`config.mk`:
```
export PLATFORM = sky130hd
export DESIGN_NAME = rv_iopmp_wsi_intr_ctrl
export DESIGN_NICKNAME = d
export VERILOG_FILES = /design/src/rtl/rv_iopmp_pkg.sv /design/src/rtl/rv_iopmp_wsi_coalescer.sv /design/src/rtl/rv_iopmp_wsi_intr_ctrl.sv
export SDC_FILE = /design/constraint.sdc
export NUM_CORES = 1
export LEC_CHECK = 0
export CORE_MARGIN = 3
export CORE_UTILIZATION = 28
export DETAILED_ROUTE_END_ITERATION = 10
export PLACE_DENSITY = 0.77
export SYNTH_ARGS = -nofsm -noshare
export SYNTH_HDL_FRONTEND = slang
export SYNTH_SLANG_ARGS = --single-unit
```
`constraint.sdc`:
```
create_clock -name clk_i -period 1.65 [get_ports clk_i]
set_input_delay 0.2475 -clock clk_i [delete_from_list [all_inputs] [get_ports clk_i]]
set_output_delay 0.2475 -clock clk_i [all_outputs]
set_load 0.1 [all_outputs]
```
`src/rtl/rv_iopmp_pkg.sv`:
```
// Shared types for the IOPMP WSI interrupt path: wire mode, pulse FSM states and intb bit positions.
package rv_iopmp_pkg;

    typedef enum logic {
        WSI_LEVEL = 1'b0,
        WSI_PULSE = 1'b1
    } wsi_mode_e;

    typedef enum logic [1:0] {
        WSI_IDLE    = 2'd0,
        WSI_PULSING = 2'd1,
        WSI_ARMED   = 2'd2
    } wsi_fsm_e;

    localparam int unsigned INTB_RD_BIT = 0;
    localparam int unsigned INTB_WR_BIT = 1;

    // An event passes the filter when its one-hot {write, read} type matches an enabled intb bit.
    function automatic logic wsi_evt_accept(input logic [1:0] evt_type, input logic [1:0] intb);
        return (evt_type[INTB_RD_BIT] & intb[INTB_RD_BIT]) |
               (evt_type[INTB_WR_BIT] & intb[INTB_WR_BIT]);
    endfunction

endpackage

```
`src/rtl/rv_iopmp_wsi_coalescer.sv`:
```
// Event-count / timeout coalescing for the WSI interrupt; only instantiated when
// RV_IOPMP_WSI_COALESCE_EN is defined.
module rv_iopmp_wsi_coalescer #(
    parameter int unsigned NR_SRC = 4,
    parameter int unsigned CNT_W  = 8
) (
    input  logic              clk_i,
    input  logic              rst_ni,
    input  logic [NR_SRC-1:0] accept_i,
    input  logic              any_pend_i,
    input  logic              take_i,
    input  logic [CNT_W-1:0]  thr_i,
    input  logic [CNT_W-1:0]  tmo_i,
    output logic              fire_o
);

    localparam int unsigned SUM_W = CNT_W + 6;
    localparam logic [CNT_W-1:0] CNT_MAX = {CNT_W{1'b1}};

    logic [CNT_W-1:0] evt_cnt_q, evt_cnt_d;
    logic [CNT_W-1:0] tmo_cnt_q, tmo_cnt_d;
    logic [5:0]       n_accept;
    logic [SUM_W-1:0] evt_sum;
    logic             restart;

    // Events accepted in the same cycle the counters restart still count toward the next fire.
    always_comb begin
        n_accept = '0;
        for (int k = 0; k < NR_SRC; k++) begin
            n_accept = n_accept + 6'(accept_i[k]);
        end
        restart = take_i | ~any_pend_i;
        evt_sum = (restart ? '0 : SUM_W'(evt_cnt_q)) + SUM_W'(n_accept);
        evt_cnt_d = (evt_sum > SUM_W'(CNT_MAX)) ? CNT_MAX : evt_sum[CNT_W-1:0];
        if (restart) begin
            tmo_cnt_d = '0;
        end else if (tmo_cnt_q == CNT_MAX) begin
            tmo_cnt_d = CNT_MAX;
        end else begin
            tmo_cnt_d = tmo_cnt_q + 1'b1;
        end
    end

    always_ff @(posedge clk_i) begin
        if (!rst_ni) begin
            evt_cnt_q <= '0;
            tmo_cnt_q <= '0;
        end else begin
            evt_cnt_q <= evt_cnt_d;
            tmo_cnt_q <= tmo_cnt_d;
        end
    end

    assign fire_o = any_pend_i & ((evt_cnt_q >= thr_i) | (tmo_cnt_q >= tmo_i));

endmodule

```
`src/rtl/rv_iopmp_wsi_intr_ctrl.sv`:
```
// IOPMP WSI interrupt controller: per-source pending bits with intb filtering, level or pulse wire.
// Optional coalescing is enabled by defining RV_IOPMP_WSI_COALESCE_EN.
module rv_iopmp_wsi_intr_ctrl
    import rv_iopmp_pkg::*;
#(
    parameter int unsigned NR_SRC  = 4,
    parameter int unsigned PULSE_W = 4,
    parameter int unsigned CNT_W   = 8
) (
    input  logic                clk_i,
    input  logic                rst_ni,
    input  logic                wsi_en_i,
    input  logic                mode_i,
    input  logic [1:0]          intb_i,
    input  logic [NR_SRC-1:0]   evt_valid_i,
    input  logic [2*NR_SRC-1:0] evt_type_i,
    input  logic [NR_SRC-1:0]   clr_i,
    input  logic [CNT_W-1:0]    coal_thr_i,
    input  logic [CNT_W-1:0]    coal_tmo_i,
    output logic [NR_SRC-1:0]   pending_o,
    output logic                wsi_wire_o
);

    localparam int unsigned PCNT_W = (PULSE_W > 1) ? $clog2(PULSE_W) : 1;

    logic [NR_SRC-1:0] accept;
    logic [NR_SRC-1:0] pending_q, pending_d;
    logic              any_pend;
    logic              fire;
    wsi_mode_e         mode;
    wsi_fsm_e          state_q;
    logic              wire_q;
    logic [PCNT_W-1:0] pcnt_q;

    // Set wins over a simultaneous W1C clear.
    always_comb begin
        accept = '0;
        for (int k = 0; k < NR_SRC; k++) begin
            accept[k] = evt_valid_i[k] & wsi_evt_accept(evt_type_i[2*k +: 2], intb_i);
        end
        pending_d = accept | (pending_q & ~clr_i);
    end

    always_ff @(posedge clk_i) begin
        if (!rst_ni) begin
            pending_q <= '0;
        end else begin
            pending_q <= pending_d;
        end
    end

    assign any_pend = |pending_q;
    assign mode     = wsi_mode_e'(mode_i);

`ifdef RV_IOPMP_WSI_COALESCE_EN
    logic take;
    assign take = wsi_en_i & (state_q == WSI_IDLE) & fire & ((mode == WSI_PULSE) | ~wire_q);

    rv_iopmp_wsi_coalescer #(
        .NR_SRC (NR_SRC),
        .CNT_W  (CNT_W)
    ) u_coalescer (
        .clk_i      (clk_i),
        .rst_ni     (rst_ni),
        .accept_i   (accept),
        .any_pend_i (any_pend),
        .take_i     (take),
        .thr_i      (coal_thr_i),
        .tmo_i      (coal_tmo_i),
        .fire_o     (fire)
    );
`else
    logic [2*CNT_W-1:0] unused_coal;
    assign unused_coal = {coal_thr_i, coal_tmo_i};
    assign fire        = any_pend;
`endif

    // Level mode keeps the wire up until pending drains, even once coalescing counters restart.
    always_ff @(posedge clk_i) begin
        if (!rst_ni || !wsi_en_i) begin
            state_q <= WSI_IDLE;
            wire_q  <= 1'b0;
            pcnt_q  <= '0;
        end else begin
            case (state_q)
                WSI_IDLE: begin
                    if (mode == WSI_PULSE) begin
                        if (fire) begin
                            state_q <= WSI_PULSING;
                            wire_q  <= 1'b1;
                            pcnt_q  <= PCNT_W'(PULSE_W - 1);
                        end else begin
                            wire_q <= 1'b0;
                        end
                    end else begin
                        wire_q <= fire | (wire_q & any_pend);
                    end
                end
                WSI_PULSING: begin
                    if (pcnt_q == '0) begin
                        state_q <= WSI_ARMED;
                        wire_q  <= 1'b0;
                    end else begin
                        pcnt_q <= pcnt_q - 1'b1;
                    end
                end
                WSI_ARMED: begin
                    wire_q <= 1'b0;
                    if (!any_pend) begin
                        state_q <= WSI_IDLE;
                    end
                end
                default: begin
                    state_q <= WSI_IDLE;
                    wire_q  <= 1'b0;
                end
            endcase
        end
    end

    assign pending_o  = pending_q;
    assign wsi_wire_o = wire_q;

endmodule

```
==> impl_metrics.sql <==
INSERT INTO impl_metrics (metric_group, metric, value, unit) VALUES
('yosys', 'synthDominantCellAreaShare', '41.86', '%'),
('setup_path', 'critical_path.max_stage_delay', '0.33', 'ns'),
('clocking', 'clockRootBuffer', 'sky130_fd_sc_hd__clkbuf_4', ''),
('clocking', 'cts_tree', 'yes', ''),
('yosys', 'synthMuxAreaShare', '0', '%'),
('power', 'power.static_leakage', '0.3028', 'nW'),
('sta', 'final.min_clock_period', '1.425', 'ns'),
('job', 'drv_cap', '0', ''),
('global_routing', 'grt_antenna_before_repair', '0', ''),
('global_routing', 'grt_pass1_vias', '492', ''),
('clocking', 'cts_post_setup_buffers_inserted', '0', ''),
('sta', 'worstMarginPinSlew', '0.3164', 'ns'),
('drt', 'initialDrtViolationCount', '5', ''),
('final_layout', 'register_area', '185.2', 'µm²'),
('setup_path', 'critPathKind', 'flop to flop', ''),
('setup_path', 'crit-reg2reg-launch', 'pcnt_q[0]', ''),
('sta', 'setup-violations-final', '0', ''),
('setup_path', 'crit_family', 'compound AO/OA/AOI/OAI gates', ''),
('clocking', 'hold_buffers', '0', ''),
('place', 'dp_hpwl', '920.1', 'µm'),
('final_layout', 'layout_common_cells', '21 x sky130_fd_sc_hd__clkdlybuf4s50_1, 8 x sky130_fd_sc_hd__nor2b_1, 7 x sky130_fd_sc_hd__a21oi_1', ''),
('floorplan', 'die_area', '2043', 'µm²'),
('clocking', 'clock-sinks', '9', ''),
('setup_path', 'timing.critical_path.fanout_max', '5', ''),
('setup_path', 'crit_slowest_cell', 'sky130_fd_sc_hd__dfxtp_1', ''),
('yosys', 'syn-mean-instance-area', '9.158', 'µm²'),
('final_layout', 'layout-drive-gt1-share', '18.18', '%'),
('power', 'power_consumption', '0.0005980', 'W'),
('yosys', 'post_synth_xor_area_fraction', '0', '%'),
('setup_path', 'critical_path_depth', '5', ''),
('clocking', 'clk_path_buf_depth', '2', ''),
('sta', 'fin_hold_ws', '0.5284', 'ns'),
('yosys', 'synth_top_family_by_area', 'simple AND/OR/NAND/NOR gates', ''),
('drt', 'via_to_cell_ratio', '5.033', ''),
('setup_path', 'worst-path-buf-inv', '1', ''),
('sta', 'tns', '0', 'ns'),
('clocking', 'tritoncts.num_buffers', '3', ''),
('sta', 'final_hold_viol_count', '0', ''),
('floorplan', 'io_pins', '43', ''),
('final_layout', 'multi_input_area', '240.2', 'µm²'),
('min_path', 'worst_hold_path_type', 'flop to flop', ''),
('yosys', 'yosys_warnings', '0', ''),
('global_routing', 'wire_length_of_the_first_global_routing_pass', '1.911', 'mm'),
('clocking', 'worst_skew_pair.late_latency', '0.26', 'ns'),
('run_status', 'result_of_the_run', 'complete, no violations', ''),
('floorplan', 'die_x', '45.21', 'µm'),
('yosys', 'synth_top_cell_by_area', 'sky130_fd_sc_hd__dfxtp_1', ''),
('yosys', 'compound_cell_area_share_of_the_yosys_netlist', '23.84', '%'),
('yosys', 'yosys.area_share.adder', '2.907', '%'),
('setup_path', 'setup.worst_path.start_class', 'flop', ''),
('setup_path', 'critical_path.reg2reg.endpoint', 'pcnt_q[0]', ''),
('final_layout', 'mostFrequentLayoutCell', 'sky130_fd_sc_hd__clkdlybuf4s50_1', ''),
('yosys', 'synth_nets', '86', ''),
('sta', 'slew_headroom', '78.85', '%'),
('global_routing', 'track_usage', '13.45', '%'),
('setup_path', 'worst_setup_path_startpoint', 'pcnt_q[0]', ''),
('yosys', 'synthesis.area', '430.4', 'µm²'),
('sta', 'grt_setup_unrepaired', 'no', ''),
('final_layout', 'layout-area-overhead-vs-synth', '84.01', '%'),
('drt', 'totalWireLength', '1.086', 'mm'),
('power', 'irDropWorstVdd', '0.3638', 'mV'),
('drt', 'drtPass1Iterations', '3', ''),
('global_routing', 'grt_overflow', '0', ''),
('clocking', 'cts-htree-levels', '1', ''),
('clocking', 'clk_pin_slew', '0.06', 'ns'),
('floorplan', 'core_region_area', '1366', 'µm²'),
('final_layout', 'fin_nets', '117', ''),
('yosys', 'ys_types', '19', ''),
('sta', 'clock-skew-final', '0.002531', 'ns'),
('setup_path', 'worst_r2r_path_depth', '5', ''),
('final_layout', 'diodes', '0', '');
routing by layer:
layer	part of all wire, %	up-vias	global-route usage (%)	wire length (µm)
met4	0.92	0	10.53	10
met1	39	202	12.98	420
li1	-	234	-	-
met3	14	2	7.171	151
met5	0	-	0	0
met2	46	25	21.19	504
layout make-up:
type,count,share of cell area (%)
tap,15,2.370
multi-input combinational,35,30.33
inverter,3,1.422
clock buffer,4,3.318
timing repair buffer,26,39.18
sequential,9,23.38
synth_stat cells (all sizes together):
cell type  instances
a22o               4
nand3              1
ha                 1
nor2b              9
nor4               1
dfxtp              9
a22oi              1
or4                1
a21oi              7
a211o              1
inv                3
nand2              1
nand3b             2
and3               1
nor3               2
and2b              1
a211oi             1
a2111oi            1
power breakdown:
group	switching, W	leakage (nW)	internal [W]	total, W
registers	0.0000117	0.0751	0.000230	0.000241
clock network	0.0000746	0.0150	0.0000931	0.000168
logic	0.0000885	0.213	0.000100	0.000189
total	0.000175	0.303	0.000423	0.000598
worst register-to-register path, cell delays in order (launching register included):
cell and delay, ns:
sky130_fd_sc_hd__dfxtp_1 0.33, sky130_fd_sc_hd__inv_1 0.07, sky130_fd_sc_hd__ha_1 0.23, sky130_fd_sc_hd__and2b_1 0.29, sky130_fd_sc_hd__a211oi_1 0.07, sky130_fd_sc_hd__a2111oi_1 0.32
repair_timing:
action / in CTS / in global routing
setup endpoints to repair: 0 / 1
gates resized for setup: 0 / 1
endpoints found under the hold margin: 0 / 0
state kept, by name, indices dropped and copies added (netlist names):
| name | cells |
|---|---|
| wsi_wire_o | 1 |
| pcnt_q | 2 |
| state_q | 2 |
| pending_o | 4 |
worst min-delay path by stage:
stage	slack, ns	cells past startpoint	start	end
2_1_floorplan	0.38	1	rst_ni	pending_o[2]
3_3_place_gp	0.50	2	state_q[0]	state_q[1]
3_5_place_dp	0.53	2	state_q[0]	state_q[1]
4_1_cts	0.54	2	state_q[0]	state_q[1]
5_1_grt	0.57	2	state_q[0]	state_q[1]
6_report	0.53	2	pcnt_q[0]	pcnt_q[0]
through the flow:
stage          instances  utilization [%]  instance area, µm²  setup slack [ns]
4_1_cts               92            57.88               790.8            0.1960
2_1_floorplan         47                -               435.4           0.05977
5_1_grt               92            57.97               792.0           0.03517
3_3_place_gp          88            55.95               764.5            0.2130
6_report              92            57.97               792.0            0.2248
3_5_place_dp          88            55.95               764.5            0.1627
kinds of logic after synthesis:
logic type	Yosys count
flip-flops	9
AND/OR/NAND/NOR	19
buffers and inverters	3
adder cells (fa/ha/maj)	1
AO/OA/AOI/OAI	15
Note: power is estimated with default switching activity, not from simulation.
